==> config.mk <==
export PLATFORM = sky130hd
export DESIGN_NAME = fast_stream_ctrl
export DESIGN_NICKNAME = d
export VERILOG_FILES = /design/src/rtl/fast_stream_ctrl.sv
export SDC_FILE = /design/constraint.sdc
export NUM_CORES = 1
export LEC_CHECK = 0
export ABC_AREA = 1
export CAP_MARGIN = 10
export CORE_MARGIN = 3
export CORE_UTILIZATION = 30
export CTS_CLUSTER_DIAMETER = 100
export DETAILED_ROUTE_END_ITERATION = 12
export DONT_BUFFER_PORTS = 1
export HOLD_SLACK_MARGIN = 0.15
export PLACE_DENSITY = 0.45
export SETUP_SLACK_MARGIN = 0.3
export SYNTH_ARGS = -nofsm -noshare
export SYNTH_HDL_FRONTEND = slang
export SYNTH_SLANG_ARGS = --single-unit
==> constraint.sdc <==
create_clock -name clk -period 2 [get_ports clk]
set_input_delay 0.4 -clock clk [delete_from_list [all_inputs] [get_ports clk]]
set_output_delay 0.4 -clock clk [all_outputs]
set_load 0.02 [all_outputs]
==> src/rtl/fast_stream_ctrl.sv <==
// rtl/fast_stream_ctrl.sv - pixel stream sequencer feeding the 7x7 FAST line buffer
// Gates the line-buffer clock-enable on back-pressure, appends a zero flush tail, checks framing.
module fast_stream_ctrl #(
    parameter int COL_NUM     = 640,
    parameter int ROW_NUM     = 480,
    parameter int PIXEL_WIDTH = 8,
    parameter int FLUSH_CYC   = 3*COL_NUM+11
) (
    input  logic                   clk,
    input  logic                   rst_n,
    input  logic                   enable,
    input  logic                   s_valid,
    output logic                   s_ready,
    input  logic [PIXEL_WIDTH-1:0] s_data,
    input  logic                   s_sof,
    input  logic                   s_eol,
    input  logic                   m_ready,
    output logic                   lb_ce,
    output logic [PIXEL_WIDTH-1:0] lb_data,
    output logic                   busy,
    output logic                   frame_done,
    output logic [15:0]            frame_cnt,
    output logic                   err_sof,
    output logic                   err_eol,
    input  logic                   err_clr
);

    localparam int COL_W = (COL_NUM > 1) ? $clog2(COL_NUM) : 1;
    localparam int ROW_W = (ROW_NUM > 1) ? $clog2(ROW_NUM) : 1;
    localparam int FL_W  = (FLUSH_CYC > 1) ? $clog2(FLUSH_CYC) : 1;

    localparam logic [COL_W-1:0] COL_LAST = COL_W'(COL_NUM - 1);
    localparam logic [ROW_W-1:0] ROW_LAST = ROW_W'(ROW_NUM - 1);
    localparam logic [FL_W-1:0]  FL_LAST  = FL_W'(FLUSH_CYC - 1);

    typedef enum logic [1:0] {
        S_IDLE   = 2'd0,
        S_STREAM = 2'd1,
        S_FLUSH  = 2'd2,
        S_DONE   = 2'd3
    } state_t;

    state_t           r_state;
    state_t           w_next;
    logic [COL_W-1:0] r_col_cnt;
    logic [ROW_W-1:0] r_row_cnt;
    logic [FL_W-1:0]  r_flush_cnt;
    logic [15:0]      r_frame_cnt;
    logic             r_frame_done;
    logic             r_err_sof;
    logic             r_err_eol;

    logic             w_last_col;
    logic             w_last_row;
    logic             w_flush_last;
    logic             w_set_sof;
    logic             w_set_eol;
    logic             w_done_exit;

    assign w_last_col   = (r_col_cnt == COL_LAST);
    assign w_last_row   = (r_row_cnt == ROW_LAST);
    assign w_flush_last = (r_flush_cnt == FL_LAST);
    assign w_done_exit  = (r_state == S_DONE);

    assign busy       = (r_state == S_STREAM) || (r_state == S_FLUSH);
    assign frame_done = r_frame_done;
    assign frame_cnt  = r_frame_cnt;
    assign err_sof    = r_err_sof;
    assign err_eol    = r_err_eol;

    always_ff @(posedge clk or negedge rst_n) begin
        if (!rst_n) begin
            r_state <= S_IDLE;
        end else begin
            r_state <= w_next;
        end
    end

    always_comb begin
        w_next    = r_state;
        s_ready   = 1'b0;
        lb_ce     = 1'b0;
        lb_data   = '0;
        w_set_sof = 1'b0;
        w_set_eol = 1'b0;
        case (r_state)
            S_IDLE: begin
                s_ready = enable && m_ready;
                lb_data = s_data;
                if (s_valid && enable && m_ready) begin
                    if (s_sof) begin
                        lb_ce  = 1'b1;
                        w_next = S_STREAM;
                    end else begin
                        w_set_sof = 1'b1;
                    end
                end
            end
            S_STREAM: begin
                s_ready = m_ready;
                lb_data = s_data;
                lb_ce   = s_valid && m_ready;
                if (s_valid && m_ready) begin
                    w_set_sof = s_sof;
                    w_set_eol = (s_eol != w_last_col);
                    if (w_last_col && w_last_row) begin
                        w_next = S_FLUSH;
                    end
                end
            end
            S_FLUSH: begin
                lb_ce = m_ready;
                if (m_ready && w_flush_last) begin
                    w_next = S_DONE;
                end
            end
            S_DONE: begin
                w_next = S_IDLE;
            end
            default: begin
                w_next = S_IDLE;
            end
        endcase
    end

    // Counters only move on an enabled pipeline step, so m_ready low freezes everything.
    always_ff @(posedge clk or negedge rst_n) begin
        if (!rst_n) begin
            r_col_cnt    <= '0;
            r_row_cnt    <= '0;
            r_flush_cnt  <= '0;
            r_frame_cnt  <= '0;
            r_frame_done <= 1'b0;
        end else begin
            r_frame_done <= (w_next == S_DONE);
            r_frame_cnt  <= r_frame_cnt + {15'd0, w_done_exit};
            case (r_state)
                S_IDLE: begin
                    if (lb_ce) begin
                        if (COL_NUM == 1) begin
                            r_col_cnt <= '0;
                            r_row_cnt <= ROW_W'(1);
                        end else begin
                            r_col_cnt <= COL_W'(1);
                            r_row_cnt <= '0;
                        end
                    end
                end
                S_STREAM: begin
                    if (lb_ce) begin
                        if (w_last_col) begin
                            r_col_cnt <= '0;
                            if (w_last_row) begin
                                r_row_cnt   <= '0;
                                r_flush_cnt <= '0;
                            end else begin
                                r_row_cnt <= r_row_cnt + ROW_W'(1);
                            end
                        end else begin
                            r_col_cnt <= r_col_cnt + COL_W'(1);
                        end
                    end
                end
                S_FLUSH: begin
                    if (lb_ce) begin
                        r_flush_cnt <= r_flush_cnt + FL_W'(1);
                    end
                end
                default: begin
                end
            endcase
        end
    end

    // A new error in the same cycle as err_clr wins so it is never lost.
    always_ff @(posedge clk or negedge rst_n) begin
        if (!rst_n) begin
            r_err_sof <= 1'b0;
            r_err_eol <= 1'b0;
        end else begin
            if (w_set_sof) begin
                r_err_sof <= 1'b1;
            end else if (err_clr) begin
                r_err_sof <= 1'b0;
            end
            if (w_set_eol) begin
                r_err_eol <= 1'b1;
            end else if (err_clr) begin
                r_err_eol <= 1'b0;
            end
        end
    end

endmodule

## Yosys cells after proc, flatten, opt, wreduce, memory -nomap -nowiden

Cells that the tools add are included.

- Reduce and logical (&&, ||, !) cells: 16
- Multiplexer cells: 34
- Add/sub/neg operators: 4
- Equal/unequal tests: 13

Operators with widths:

| operator | count |
|---|---|
| 11-bit two-way mux | 4 |
| 9-bit two-way mux | 4 |
| 10-bit two-way mux | 3 |
| 11-bit case mux with 2 select lines | 1 |
| 10-bit case mux with 2 select lines | 1 |
| 9-bit case mux with 2 select lines | 1 |
| 16-bit by 1-bit adder with 16-bit output | 1 |
| 11-bit by 1-bit adder with 11-bit output (second input constant) | 1 |
| 11-bit equality test (second input constant) | 1 |
| 10-bit by 1-bit adder with 10-bit output (second input constant) | 1 |
| 10-bit equality test (second input constant) | 1 |
| 1-bit two-way mux | 10 |
| 2-bit two-way mux | 5 |
| 2-bit inequality test (second input constant) | 5 |
| 9-bit by 1-bit adder with 9-bit output (second input constant) | 1 |
| 9-bit equality test (second input constant) | 1 |
| 8-bit two-way mux | 1 |
| 2-bit case mux with 4 select lines | 1 |
| 2-bit nonzero test | 4 |
| 2-bit equality test (second input constant) | 3 |
| 1-bit logical AND | 6 |
| 5-bit AND reduction | 1 |
| 1-bit case mux with 2 select lines | 2 |
| 4-bit AND reduction | 1 |
| other kinds (7) | 7 |

- Flip-flop bits (word level): 51
- Bits of input ports: 16
- Output and inout port bits: 30

## Depth between registers and ports, before layout

Gate-level depths: netlist of run 1.

- Depth in word-level cells: 6
- Mapped depth: 12

## Worst setup path before layout of run 1

OpenSTA, ideal clock, no wires.

- Kind: reg-to-output
- Start point: register r_state[1]
- End point: output s_ready
- Path slack: 0.033 ns
- Data arrival time: 1.567 ns
- Cell stages (with the launch flop): 7
- Path buffers: 2
- Data required time: 1.600 ns
- Path through: dfrtp_1 > inv_1 > ha_1 > buf_6 > inv_1 > clkbuf_1 > a21oi_1

- Longest elaborated chain between the ends: 2
- Elaborated cells between the ends (all ways): 3

Ends and longest elaborated chain:

| element | line | source |
|---|---|---|
| from (decl) | 43 | `state_t r_state;` |
| from (signal assigned) | 75 | `r_state <= w_next;` |
| 2-bit by 1-bit equality test with 1-bit output / 2-bit logical NOT (equally long branches) | 86 | `case (r_state)` |
| 1-bit case mux with 2 select lines * | 86 |  |
| to (decl) | 13 | `output logic s_ready,` |

Every way passes the cells marked *; elsewhere a longest branch is shown, timed or not.

## Worst setup path in the final report of run 1

- Start point: register r_state[1]
- End point: output lb_ce

- Longest elaborated chain between the ends: 2
- Elaborated cells between the ends (all ways): 4

Ends and longest elaborated chain:

| element | line | source |
|---|---|---|
| 2-bit equality test, or another cell as far along | 86 |  |
| 1-bit case mux with 3 select lines * | 86 |  |
| to (decl) | 18 | `output logic lb_ce,` |

Marked as above.

==> results of run 1 <==
report_power, final:
part	leakage [nW]	total (mW)	internal (mW)	switching, mW
logic	1.29	1.56	0.684	0.877
clock network	0.0502	0.672	0.261	0.411
registers	0.700	1.15	1.09	0.0643
total	2.04	3.39	2.04	1.35
worst register-to-register path, delay by kind of cell, from the launching register on:
family	cells	cell delay, ns
AOI/OAI and AO/OA	2	0.11
buffers and inverters	7	0.85
DFF	1	0.42
adders and majority gates	1	0.18
and+or+nand+nor	4	0.22
path summary, 6_finish.rpt:
check / cells past startpoint / from / slack (ns) / endpoint
setup / recovery: 8 / r_state[1] / 0.08 / lb_ce
hold / removal: 2 / s_sof / 0.26 / err_sof
setup reg to reg: 14 / r_state[0] / 0.16 / r_col_cnt[6]
hold reg to reg: 2 / r_flush_cnt[4] / 0.49 / r_flush_cnt[4]
max in group asynchronous: 2 / rst_n / 1.14 / r_row_cnt[6]
min in group asynchronous: 2 / rst_n / 0.63 / frame_cnt[15]
cell families after synthesis:
logic type,count (synthesis)
flip-flops,51
adder cells (fa/ha/maj),11
AO/OA/AOI/OAI,17
AND/OR/NAND/NOR,265
XOR/XNOR,25
buffers and inverters,63
per-stage QoR:
| step | hold WS (ns) | TNS (ns) | cell area, µm² |
|---|---|---|---|
| floorplan | 0.104 | 0 | 3260 |
| global placement | 0.108 | 0 | 3480 |
| detailed placement | 0.109 | 0 | 3480 |
| CTS | 0.251 | 0 | 4040 |
| global route | 0.275 | -0.00536 | 4260 |
| finish | 0.261 | 0 | 4260 |
flip-flops by register name, summed over array words and instances (netlist names):
| register | cells |
|---|---|
| frame_cnt | 16 |
| r_row_cnt | 9 |
| err_eol | 1 |
| r_col_cnt | 10 |
| r_flush_cnt | 11 |
| err_sof | 1 |
| r_state | 2 |
| frame_done | 1 |
metal layers:
metal,vias to the layer above,share of wire,GRT usage
met4,0,0.0084,0.0267
met2,52,0.48,0.238
met1,1313,0.46,0.182
met5,-,0,0
met3,5,0.051,0.0343
li1,1457,-,-
area by class of cell:
type / instances / area, µm² / share of cell area
multi-input cells: 321 / 1980 / 0.466
flip-flops and latches: 51 / 1280 / 0.300
repair buffers: 51 / 499 / 0.117
inverters: 57 / 231 / 0.0543
well taps: 136 / 170 / 0.0400
clock buffers: 5 / 68.8 / 0.0162
clock inverters: 3 / 28.8 / 0.00676
synth_stat cells (2+ instances only):
cell type | number | area share
nand2_1 | 143 | 0.17
inv_1 | 54 | 0.063
dfrtp_1 | 51 | 0.40
nor2_1 | 48 | 0.056
nand3_1 | 29 | 0.045
xor2_1 | 17 | 0.047
ha_1 | 11 | 0.043
nor3_1 | 9 | 0.014
nand4_1 | 8 | 0.016
xnor2_1 | 8 | 0.022
o21ai_0 | 6 | 0.0094
a21oi_1 | 4 | 0.0063
nand2_4 | 4 | 0.014
nor2_2 | 4 | 0.0078
nor2_4 | 4 | 0.014
buf_6 | 3 | 0.011
nand2_2 | 3 | 0.0059
nand3_2 | 3 | 0.0094
nand3b_1 | 3 | 0.0070
o21ai_1 | 3 | 0.0047
o21bai_1 | 3 | 0.0070
inv_2 | 2 | 0.0024
nor3b_1 | 2 | 0.0047
nor4_1 | 2 | 0.0039
or2_2 | 2 | 0.0039
timing repair:
item	CTS	global route
endpoints found under the setup margin	46	53
pin swaps	12	25
gates resized for setup	46	40
buffers inserted	24	10
hold endpoints to repair	51	0
hold buffers	2	0
gates cloned	3	1
==> flow_summary.toml, run 1 <==
[outcome]
status = "finished clean"

[cells_and_area]
drive_gt1_frac = 0.281
postLayoutCoreUtil = 0.413
area_growth_pct = 33.3
fillers = 1044
final_common_cell = "nand2_1"
final_cell_mix = "123 x nand2_1, 51 x dfrtp_1, 47 x inv_1"
final_nets = 514
diodes = 0
finalNonFillerCells = 624

[yosys]
avgSynthCellArea_um2 = 7.40
ys_seq_elements = 51
synth_flop_cell = "dfrtp_1"
syn-num-nets = 459
yosys.area_share.simple = 0.376
syn_inst = 432
syn_area_um2 = 3200
synth_top_family_by_area = "simple AND/OR/NAND/NOR gates"
async_flop_share = 1.00
synth_xor_area_frac = 0.0685
synth_edf_count = 0
synth_compound_area_frac = 0.0298
synth.mux.area_fraction = 0
synthAdderAreaFrac = 0.0431
ys_warn_count = 0
synth.distinct_cells = 31
ys_seq_area_frac = 0.399

[clock_network]
clockBufferDepth = 2
clock_latency_ns = 0.31
root_buffer = "clkbuf_8"
cts_tree = "yes"
numCtsBuffers = 5
htree_levels = 2
cts.sinks = 51
path_clk_slew_ns = 0.11

[power]
power_mw = 3.39
power_leakage_nw = 2.04
peakVddDrop_mv = 0.512
pwr_density_cell_nw_per_um2 = 795

[critical_path]
cp-start-kind = "flop"
path_cells = "inv_2 -> ha_4 -> buf_6 -> nand2_1 -> nand2_2 -> nand2_2 -> inv_2 -> buf_6"
path_buf_inv = 4
cp_top_family = "flip-flops"
crit_type = "reg2out"
end_kind = "output pin"
crit_slowest_cell = "dfrtp_1"
critPathRequiredTime_ns = 1.60
worstPathArrival_ns = 1.52
worstPathMaxFanout = 4
crit_path_max_incr_delay_ns = 0.42

[placed_design]
place.gp.congestion = 0.800
dp_cells = 576
numPortBuffers = 0
hpwl_mm = 5.19
pre_cts_ws_ns = 0.120

[sta]
min_period_over_period = 0.961
fmax_mhz = 520
setup_slack_ns = 0.0771
rsz0062_at_grt = "true"
slew_viol_final = 0
setup_viol = 0
finalClockSkew_ns = 0.00815
max-slew-margin-rel = 0.656
finalHoldViolations = 0
tightest_slew_ns = 0.512
fin_crit_ns = 1.92

[floorplan]
dieArea_um2 = 11900
start_util = 0.310
ioPinCount = 46
placementRows = 37
dieHeight_um = 109
die_w_um = 109
coreArea_um2 = 10300

[global_routing]
grt_max_degree = 52
gr-total-overflow = 0
gr-usage-all-layers = 0.140
grt_pass1_vias = 2622
grt_antenna_before_repair = 0
grt_pass1_wl_mm = 13.2

[route]
route.detailed.drc = 0
drt-pass1-iter-count = 4
viasPerCell = 4.53
drtAntennaViolNets = 0
routedWlPerCell_um = 13.0
vias = 2827
drt-initial-drc-count = 133
wirelength_mm = 8.12

[job]
maxCapViolCount = 0

[hold_path]
hold_class = "in2reg"
Note: power is estimated with default switching activity, not from simulation.
==> run 2, diff against run 1 <==
==> constraint.sdc (replaced) <==
create_clock -name clk -period 2.3 [get_ports clk]
set_input_delay 0.46 -clock clk [delete_from_list [all_inputs] [get_ports clk]]
set_output_delay 0.46 -clock clk [all_outputs]
set_load 0.02 [all_outputs]
==> flow_summary.toml, run 2 (synthesis gave the netlist of run 1 again) <==
[outcome]
status = "finished clean"

[global_routing]
grt_pass1_vias = 2549
grt_max_degree = 52
gr-total-overflow = 0
grt_antenna_before_repair = 0
gr-usage-all-layers = 0.133
grt_pass1_wl_mm = 12.6

[clock_network]
root_buffer = "clkbuf_8"
cts_tree = "yes"
numCtsBuffers = 5
path_clk_slew_ns = 0.10
htree_levels = 2
clockBufferDepth = 2
cts.sinks = 51
clock_latency_ns = 0.31

[critical_path]
crit_slowest_cell = "dfrtp_1"
path_buf_inv = 4
cp_top_family = "buffers and inverters"
critPathRequiredTime_ns = 1.84
crit_type = "reg2out"
worstPathArrival_ns = 1.55
cp-start-kind = "flop"
crit_path_max_incr_delay_ns = 0.40
end_kind = "output pin"
crit_top_cell = "buf_6"
worstPathMaxFanout = 8
path_cells = "inv_2 -> buf_6 -> ha_4 -> nor2_4 -> buf_8 -> nor2_2 -> buf_6"

[route]
wirelength_mm = 7.52
drtAntennaViolNets = 0
drt-pass1-iter-count = 4
vias = 2651
routedWlPerCell_um = 12.7
route.detailed.drc = 0
viasPerCell = 4.48
drt-initial-drc-count = 97

[power]
power_mw = 2.53
peakVddDrop_mv = 0.335
pwr_density_cell_nw_per_um2 = 671
power_leakage_nw = 1.81

[floorplan]
ioPinCount = 46
start_util = 0.310
dieArea_um2 = 11900
placementRows = 37
dieHeight_um = 109
coreArea_um2 = 10300
die_w_um = 109

[job]
maxCapViolCount = 0

[placed_design]
place.gp.congestion = 0.772
hpwl_mm = 5.28
numPortBuffers = 0

[sta]
min_period_over_period = 0.875
fin_crit_ns = 2.01
fmax_mhz = 497
setup_viol = 0
finalHoldViolations = 0
finalClockSkew_ns = 0.00852
rsz0062_at_grt = "true"
slew_viol_final = 0
fin_setup_tns_ns = 0
max-slew-margin-rel = 0.676
tightest_slew_ns = 0.482

[cells_and_area]
final_cell_mix = "140 x nand2_1, 49 x dfrtp_1, 48 x inv_1"
final_common_cell = "nand2_1"
fillers = 1072
largest_reg_flops = 16
area_growth_pct = 18.0
diodes = 0
final_nets = 482
postLayoutCoreUtil = 0.365
drive_gt1_frac = 0.186

[hold_path]
hold_class = "in2reg"
run 2: cell type report:
cell class | count | area (µm²) | share of cell area
repair buffers | 22 | 218 | 0.0577
clock inverters | 3 | 18.8 | 0.00498
multi-input cells | 318 | 1800 | 0.477
clock buffers | 5 | 68.8 | 0.0182
well taps | 136 | 170 | 0.0451
flip-flops and latches | 51 | 1280 | 0.339
inverters | 57 | 219 | 0.0581
run 2: where the power goes:
group	leakage, nW	switching (mW)	internal [mW]	total (mW)
clock	0.0483	0.315	0.215	0.530
sequential	0.697	0.0744	0.949	1.02
combinational	1.07	0.597	0.379	0.976
run 2: path summary, 6_finish.rpt:
| kind | start | end | slack (ns) | depth (start not counted) |
|---|---|---|---|---|
| worst min-delay path | s_sof | err_sof | 0.33 | 2 |
| worst min register to register | r_flush_cnt[4] | r_flush_cnt[4] | 0.49 | 2 |
| worst max-delay path | r_state[0] | lb_data[7] | 0.29 | 7 |
| max in group asynchronous | rst_n | r_state[1] | 1.38 | 2 |
| min in group asynchronous | rst_n | r_col_cnt[9] | 0.68 | 2 |
| worst max register to register | r_state[1] | frame_cnt[10] | 0.37 | 10 |
run 2: metrics by stage:
step / instance area (µm²) / worst slack [ns] / std cells / hold WS (ns)
after floorplan: 3200 / 0.380 / 432 / 0.164
final: 3770 / 0.288 / 592 / 0.335
after global routing: 3770 / 0.196 / 592 / 0.322
after global placement: 3390 / 0.368 / 571 / 0.166
after detailed placement: 3390 / 0.324 / 571 / 0.166
after CTS: 3610 / 0.243 / 587 / 0.321
run 2: what timing repair did:
item | 4_1_cts | 5_1_grt
endpoints found under the hold margin | 51 | 0
setup buffers | 6 | 5
resized for setup | 18 | 34
hold buffers | 2 | 0
pin swaps | 0 | 7
endpoints found under the setup margin | 10 | 30
run 2: worst reg2reg max path: stages, from the launching register on:
cell	delay (ns)
dfrtp_2	0.43
buf_4	0.12
ha_2	0.16
ha_2	0.17
ha_2	0.19
nand3_2	0.10
inv_2	0.09
nand3_2	0.09
nor3_2	0.23
nand3_1	0.11
xnor2_1	0.14
run 2: routing by layer:
layer	global-route usage	vias to the layer above	share of wire
met5	0	-	0
met3	0.0337	7	0.047
met4	0.0374	0	0.012
met2	0.224	47	0.47
li1	-	1383	-
met1	0.170	1214	0.47
==> RTL edit (flow settings as in run 1) <==
Change the parameter `ROW_NUM` from 480 to 240.
--- a/src/rtl/fast_stream_ctrl.sv
+++ b/src/rtl/fast_stream_ctrl.sv
@@ -2,7 +2,7 @@
 // Gates the line-buffer clock-enable on back-pressure, appends a zero flush tail, checks framing.
 module fast_stream_ctrl #(
     parameter int COL_NUM     = 640,
-    parameter int ROW_NUM     = 480,
+    parameter int ROW_NUM     = 240,
     parameter int PIXEL_WIDTH = 8,
     parameter int FLUSH_CYC   = 3*COL_NUM+11
 ) (
Check against the original RTL: same outputs for any inputs over 10 cycles, from zero or initial values and one cycle with rst_n low; that may be too few to reach the edited logic, so the function may still have changed.
==> RTL edit against run 1 <==
  * Worst hold slack better by 0.014 ns
  * Wire length is 1.5% higher
  * Register-to-register slack worse by 0.07 ns
  * Sequential cell count is 1 lower
  * Synthesized cell count is 3.0% lower
  * Largest cell class unchanged
  * Setup slack worse by 0.028 ns
  * Utilization is 0.058 points higher
  * Total power is 7.0% higher
  * Synthesized area is 3.1% lower
  * Via count is 2.5% lower
  * Clock power is 11% higher
  * Cell area is 3.9% lower
  * Clock skew is 0.00096 ns lower
==> RTL edit: results (changes against run 1) <==
layout cells sized above 1=0.263 (-0.0172); status=completed; Post-synth top cells=nand2_1, inv_1, dfrtp_1; Reg2Reg Depth=10 (-4); first-pass GRT wire length=12500 um (-5.4%); placed cells=555 (-3.6%); relative slew slack=0.725 (+0.0690); Worst Clk Skew=0.00719 ns (-0.000963 ns); CTS Buf Count=5 (unchanged); hold path start=err_clr; crit path max fanout=5 (+1); drt wl/cell=13.8 um (+6.3%); hold endpoint=err_eol; Post-layout nets=489 (-4.9%); maximum vdd drop=367 uV (-28%); r2r endpoint=frame_cnt[10]; static leakage=1.89 nW (-7.3%); Area contributors post-synth=dfrtp_1, nand2_1, inv_1, nor2_1, xor2_1; Total GRT Usage=0.136 (-0.00417); arrival time at the worst endpoint=1.55 ns (+0.03 ns); internal power=0.00217 W (+6.6%); global placement routability congestion=0.774 (-3.2%); post-DP HPWL=5310 um (+2.3%); syn avg cell area=7.39 sq um (about the same); Vias=2756 (-2.5%); syn nets=446 (-2.8%); cell count of the worst hold path=3 (+1); synth unique cells=28 (-9.7%); sequential share of the synthesized area=0.404 (+0.00467); Cell Area, Placed=0.00335 sq mm (-3.7%); pin count of the biggest net entering global routing=51 (-1.9%); vias in the first global route=2462 (-6.1%); reg2reg start=r_state[1]; vias per std cell=4.62 (+2.1%); Reg2Reg Setup Slack=0.09 ns (-0.07 ns); fillers=1020 (-2.3%); Slew Viols, Final=0 (unchanged); Detailed Route Iter0 Violations=105 (-21%)
[RTL edit: cell count changes after synthesis, moves of 2 or more]
cell	delta
nand2_1	-8
o21ai_0	+7
nor2_1	-6
nor3_1	+6
o21ai_1	-3
nor2_4	-2
or2_2	-2
nand3_1	-8
nand4_1	+3
nand2_4	-3
[RTL edit: worst max-delay path, cell delays in order, from the launching register on]
cell     delay (ns)
dfrtp_2        0.45
buf_6          0.14
ha_4           0.18
nand2_2        0.08
o21ai_1        0.06
inv_1          0.06
nand2_2        0.06
nand2_2        0.05
inv_2          0.04
buf_6          0.13
[RTL edit: area by class of cell]
cell class	count	area, sq um	area share
multi-input cells	307	1910	0.467
flip-flops and latches	50	1250	0.307
repair buffers	42	425	0.104
inverters	56	220	0.0538
well taps	133	166	0.0406
clock buffers	5	68.8	0.0168
clock inverters	3	45.0	0.0110
[RTL edit: layer usage]
| metal | global-route usage | wire [um] |
|---|---|---|
| met1 | 0.189 | 3920 |
| met2 | 0.216 | 3790 |
| met3 | 0.0318 | 416 |
| met4 | 0.0271 | 121 |
| met5 | 0 | 0 |
[RTL edit: metrics by stage]
step | hold WS (ns) | setup TNS, ns | worst slack [ns]
2_1_floorplan | 0.104 | 0 | 0.216
3_5_place_dp | 0.106 | 0 | 0.0382
4_1_cts | 0.273 | 0 | 0.0547
5_1_grt | 0.282 | -0.0482 | -0.0423
3_3_place_gp | 0.106 | 0 | 0.114
6_report | 0.275 | 0 | 0.0490
[RTL edit: worst max path at each step]
| stage | start | endpoint | depth (start not counted) |
|---|---|---|---|
| 2_1_floorplan | r_state[0] | frame_cnt[10] | 9 |
| 3_5_place_dp | r_state[0] | r_row_cnt[3] | 9 |
| 6_report | r_state[0] | lb_ce | 9 |
| 5_1_grt | r_state[1] | lb_ce | 9 |
| 4_1_cts | r_state[1] | lb_ce | 9 |
| 3_3_place_gp | r_state[0] | frame_cnt[10] | 9 |
[RTL edit: cell families after synthesis]
logic type                 Yosys count  share of synthesized area
adders and majority gates           11                     0.0444
DFF                                 50                      0.404
AOI/OAI and AO/OA                   24                     0.0436
xor gates and xnor gates            24                     0.0679
and+or+nand+nor                    247                      0.356
buffers and inverters               63                     0.0844
[RTL edit: what timing repair did]
item / CTS / global route
hold buffers: 2 / 0
hold endpoints to repair: 50 / 0
setup endpoints to repair: 46 / 44
setup buffers: 15 / 13
gates cloned: 1 / 2
resized for setup: 36 / 69
pin swaps: 9 / 23
[RTL edit: power groups by stage]
stage	Clock, W	Sequential [W]	Combinational (W)
after global routing	0.000812	0.00131	0.00172
final	0.000749	0.00129	0.00158
after CTS	0.000776	0.00128	0.00126
after floorplan	0	0.00131	0.000675
after detailed placement	0	0.00131	0.000934
after global placement	0	0.00131	0.000927
